## src/rtl/mem_port_arbiter.sv

```systemverilog
// mem_port_arbiter: shares one memory port between fetch (I) and data (D) requesters, D has priority.
// Optional I-side anti-starvation streak limit enabled by defining MEM_ARB_FAIR_EN.
module mem_port_arbiter #(
  parameter int DATA_WIDTH   = 32,
  parameter int ADDR_WIDTH   = 32,
  parameter int MAX_D_STREAK = 4
) (
  input  logic                    clk,
  input  logic                    rst,
  input  logic                    i_req_i,
  input  logic [ADDR_WIDTH-1:0]   i_addr_i,
  output logic                    i_ack_o,
  output logic [DATA_WIDTH-1:0]   i_rdata_o,
  input  logic                    d_req_i,
  input  logic                    d_we_i,
  input  logic [ADDR_WIDTH-1:0]   d_addr_i,
  input  logic [DATA_WIDTH-1:0]   d_wdata_i,
  input  logic [DATA_WIDTH/8-1:0] d_be_i,
  output logic                    d_ack_o,
  output logic [DATA_WIDTH-1:0]   d_rdata_o,
  output logic                    stall_i_o,
  output logic                    stall_d_o,
  output logic                    mem_req_o,
  output logic                    mem_we_o,
  output logic [ADDR_WIDTH-1:0]   mem_addr_o,
  output logic [DATA_WIDTH-1:0]   mem_wdata_o,
  output logic [DATA_WIDTH/8-1:0] mem_be_o,
  input  logic                    mem_gnt_i,
  input  logic                    mem_rvalid_i,
  input  logic [DATA_WIDTH-1:0]   mem_rdata_i
);
  typedef enum logic [1:0] {S_IDLE, S_REQ, S_WAIT} state_t;
  state_t                  r_state;
  logic                    r_owner_d;
  logic                    r_req;
  logic                    r_we;
  logic [ADDR_WIDTH-1:0]   r_addr;
  logic [DATA_WIDTH-1:0]   r_wdata;
  logic [DATA_WIDTH/8-1:0] r_be;
  logic                    w_idle;
  logic                    w_fair;
  logic                    w_grant_i;
  logic                    w_grant_d;
  logic                    w_done;

  assign w_idle    = r_state == S_IDLE;
  assign w_grant_i = w_idle & i_req_i & (~d_req_i | w_fair);
  assign w_grant_d = w_idle & d_req_i & ~w_grant_i;
  assign w_done    = (r_state == S_WAIT) & mem_rvalid_i;

`ifdef MEM_ARB_FAIR_EN
  localparam int SW = $clog2(MAX_D_STREAK + 1);
  logic [SW-1:0] r_streak;
  assign w_fair = r_streak == SW'(MAX_D_STREAK);
  // Counts D grants that overtook a waiting fetch; any I grant or uncontested D grant resets it.
  always_ff @(posedge clk or negedge rst)
    if (!rst) r_streak <= '0;
    else if (w_grant_i) r_streak <= '0;
    else if (w_grant_d) r_streak <= !i_req_i ? '0 : w_fair ? r_streak : r_streak + 1'b1;
`else
  assign w_fair = 1'b0;
`endif

  always_ff @(posedge clk or negedge rst)
    if (!rst) begin
      r_state   <= S_IDLE;
      r_owner_d <= 1'b1;
      r_req     <= 1'b0;
      r_we      <= 1'b0;
      r_addr    <= '0;
      r_wdata   <= '0;
      r_be      <= '0;
    end else begin
      case (r_state)
        S_IDLE:
          if (w_grant_i | w_grant_d) begin
            r_state   <= S_REQ;
            r_req     <= 1'b1;
            r_owner_d <= w_grant_d;
            r_we      <= w_grant_d & d_we_i;
            r_addr    <= w_grant_d ? d_addr_i : i_addr_i;
            r_wdata   <= w_grant_d ? d_wdata_i : '0;
            r_be      <= w_grant_d ? d_be_i : '1;
          end
        S_REQ:
          if (mem_gnt_i) begin
            r_state <= S_WAIT;
            r_req   <= 1'b0;
          end
        S_WAIT:
          if (mem_rvalid_i) r_state <= S_IDLE;
        default: r_state <= S_IDLE;
      endcase
    end

  assign mem_req_o   = r_req;
  assign mem_we_o    = r_we;
  assign mem_addr_o  = r_addr;
  assign mem_wdata_o = r_wdata;
  assign mem_be_o    = r_be;
  assign d_ack_o     = w_done & r_owner_d;
  assign i_ack_o     = w_done & ~r_owner_d;
  assign d_rdata_o   = d_ack_o ? mem_rdata_i : '0;
  assign i_rdata_o   = i_ack_o ? mem_rdata_i : '0;
  assign stall_i_o   = i_req_i & ~i_ack_o;
  assign stall_d_o   = d_req_i & ~d_ack_o;
endmodule
```

## config.mk

```make
export PLATFORM = sky130hd
export DESIGN_NAME = mem_port_arbiter
export DESIGN_NICKNAME = d
export VERILOG_FILES = /design/src/rtl/mem_port_arbiter.sv
export SDC_FILE = /design/constraint.sdc
export NUM_CORES = 1
export LEC_CHECK = 0
export ABC_AREA = 0
export CAP_MARGIN = 15
export CORE_ASPECT_RATIO = 0.8
export CORE_MARGIN = 2
export CORE_UTILIZATION = 35
export CTS_BUF_LIST = sky130_fd_sc_hd__clkbuf_4
export DETAILED_ROUTE_END_ITERATION = 8
export PLACE_DENSITY = 0.92
export SYNTH_ARGS = -nofsm -noshare
export SYNTH_HDL_FRONTEND = slang
export SYNTH_SLANG_ARGS = --single-unit
```

## constraint.sdc

```tcl
create_clock -name clk -period 1.8 [get_ports clk]
set_input_delay 0.18 -clock clk [delete_from_list [all_inputs] [get_ports clk]]
set_output_delay 0.18 -clock clk [all_outputs]
set_load 0.02 [all_outputs]
```

==> key figures, run 1 <==
STA
  – Final hold vios: 0
  – Tcrit/Tclk final: 1.066
  – Worst Tran Pin Value: 0.3412 ns
  – Setup WS post-layout: -0.1183 ns
  – RSZ-0062 raised after global routing: true
  – Setup-failing EPs final: 66
  – Clock Skew: 0.01530 ns
  – Setup TNS: -5.463 ns
  – Worst rel slew slack: 0.7726
  – Fin crit period: around 1.9 ns
  – F_max: roughly 0.52 GHz
  – Hold WS: about 0.14 ns
  – Fin. max-slew vios: 0

Clock network
  – Sink Count: 73
  – Root Buffer: clkbuf_4
  – H-tree depth: 3
  – Clock Pin Slew Worst Setup and Hold Paths: between 0.1 and 0.15 ns
  – Num CTS Buffers: 9
  – TritonCTS clock tree: yes
  – Clk buf depth: 2
  – Worst-Skew Late Latency: 0.40 ns

Placement
  – Routability cong.: roughly 0.78
  – Detailed placement HPWL: between 9000 and 10,000 um
  – Post-placement setup slack: -0.3060 ns
  – I/O Buffers: 276

Floorplanning
  – Die X-Extent: ~120 um
  – Row count: 33
  – Ports: 277
  – Core box area: between 10,000 and 15,000 um^2
  – Initial core utilization: 0.3570
  – Die H: ~95 um
  – Die area: about 11,000 um^2

Routing
  – Post-DRT Antenna Nets: 0
  – WL met1: around 4800 um
  – Top layer in use: met4
  – Metal3 WL: ~730 um
  – Wirelength per Cell: between 15 and 20 um
  – First DRT Iteration DRCs: between 100 and 150
  – Met2 wire length: ~6700 um
  – Remaining routing DRC violations: 0
  – Post-Route WL: 12,630 um
  – Post-DR vias/cell: 4.641
  – Vias: around 3,300
  – First-pass iteration count of the detailed router: 4

Critical path
  – Critical Path Fanout Max: 8
  – CP cell instances: nand2b_4 > nor3b_4 > buf_6 > clkbuf_16 > and2_1 > buf_4
  – CP arrival: roughly 1.7 ns
  – Top delay family on crit path: simple AND/OR/NAND/NOR gates
  – Max incr delay on CP: between 0.4 and 0.5 ns
  – WS Path Type: flop to output pin
  – CP Launch Type: flop
  – Crit path required time: 1.62 ns
  – Slowest stage cell on the critical path: dfrtp_1
  – CP Capture Type: output pin
  – Buf+Inv Stages, Crit Path: 3

Synthesis
  – Dominant cells by area after synthesis: dfrtp_1 49%, and2_1 11%, mux2_2 11%
  – FF+latch count, synth: 73
  – Post-synthesis sequential area ratio: 0.5021
  – Syn. warnings: 0
  – Combinational family with the most area after synthesis: multiplexers
  – Netlist cell types: 25
  – Ys async rst share: 1.000
  – Synth top area share: 0.4948
  – Adder-cell share of the synthesized area: 0
  – Mux share of post-synthesis cell area: 0.2247
  – XOR/XNOR share of the synthesized area: 0
  – Synth top cells by count: 72 x dfrtp_1, 65 x and2_1, 36 x mux2_2
  – Post-Synthesis Cells: between 200 and 300
  – Cell with the most instances after synthesis: dfrtp_1
  – Post-synth EDFFs: 0
  – Synth Flop Type: dfrtp_1
  – Synth area leader: dfrtp_1
  – Net Count, Synth: 415
  – Simple-gate portion of the synthesized area: 0.1316
  – Post-synthesis compound-gate area fraction: 0.09828
  – Syn_area_per_cell: around 13 um^2
  – Mapped cell area: 3641 um^2

Status
  – Violations in the final reports: setup timing
  – Status: complete, but fails checks

Layout
  – Layout cells sized above 1: 0.3979
  – Antenna cells: 0
  – Area Overhead vs Synth: 96.15%
  – # nets final: a little over 700
  – Filler cell count: 689

Global routing
  – Vias in the first global route: around 3,600
  – Initial antenna violation count: 0
  – Total grt overflow: 0
  – First-pass GRT wire length: approximately 19,000 um
  – GRT Total Usage: 0.2176
  – Largest net degree at the start of global routing: 67

Pwr
  – Power density cells: roughly 1400 nW/um^2
  – Maximum VDD drop: between 900 and 1000 uV
  – Leakage: about 0.0032 uW

Worst hold path
  – Hold WC Path Type: primary input to async pin

Flow run
  – Max cap viols: 0
-- metal layers --
layer	vias up	global-route usage
li1	1560	-
met1	1558	0.2386
met2	165	0.4046
met3	26	0.05742
met4	0	0.09237
met5	-	0
-- where the power goes --
group,switching [uW],leakage (uW),internal (uW)
combinational,2470,0.00220,3140
clock,602,0.0000828,564
sequential,462,0.000883,2410
-- flip-flops by register name, indices dropped and copies added (netlist names) --
name,flops
r_state,2
mem_addr_o,32
r_owner_d,1
mem_wdata_o,32
mem_req_o,1
mem_be_o,4
mem_we_o,1
-- cell families after synthesis --
| kind of cell | Yosys count |
|---|---|
| DFF | 73 |
| muxes | 64 |
| buffers and inverters | 21 |
| AOI/OAI and AO/OA | 42 |
| and+or+nand+nor | 76 |
-- through the flow --
step / area [um^2] / total power, uW / utilization / instances
floorplan: 3641 / 5721 / - / 276
global placement: 6605 / 8100 / 0.6477 / 685
detailed placement: 6605 / 8241 / 0.6477 / 685
CTS: 7069 / 9674 / 0.6932 / 711
global route: 7142 / 10110 / 0.7003 / 713
finish: 7142 / 9651 / 0.7003 / 713
-- placed cells by master, fill, tap and decap left out, drive strengths merged, types with 2 or more instances in the layout --
master,Yosys,final
clkdlybuf4s50,0,206
nor2b,2,2
and2,65,65
clkbuf,2,10
bufinv,0,2
o22a,4,4
buf,19,95
o21ai,3,3
inv,0,2
nand2,3,3
a22o,33,33
mux2,64,64
nand2b,2,2
dfrtp,72,72
-- area by class of cell --
cell class | instances | area [um^2] | area share
clock inverters | 6 | 90.09 | 0.01261
clock buffers | 9 | 67.56 | 0.009460
multi-input cells | 182 | 1792 | 0.2509
repair buffers | 303 | 3189 | 0.4466
well taps | 140 | 175.2 | 0.02453
flip-flops and latches | 73 | 1828 | 0.2560
-- worst paths after layout --
check / cells after the start / slack, ns / startpoint / to
max in group asynchronous: 3 / 1.01 / rst / r_owner_d$_DFFE_PN1P_
max reg2reg: 6 / 0.13 / r_state[1]$_DFFE_PN0P_ / mem_addr_o[27]$_DFFE_PN0P_
min: 2 / 0.14 / rst / mem_addr_o[11]$_DFFE_PN0P_
min reg2reg: 2 / 0.50 / mem_req_o$_DFFE_PN0P_ / mem_req_o$_DFFE_PN0P_
max: 6 / -0.12 / r_state[0]$_DFFE_PN0P_ / i_rdata_o[11]
min in group clk: 3 / 0.34 / d_req_i / mem_be_o[2]$_DFFE_PN0P_
-- repair_timing --
item                                    CTS  global route
hold buffers                              1             0
endpoints found under the setup margin   68            68
gates cloned                              4             1
resized for setup                       436            22
pin swaps                                12            10
hold endpoints to repair                 72             0
buffers inserted                          6             2
(Power assumes the default switching activity.)
==> run 2, diff against run 1 <==
Settings changed: CAP_MARGIN 15 to 20.
==> results of run 2 <==
Final layout, timing and power as in run 1 (identical DEF).
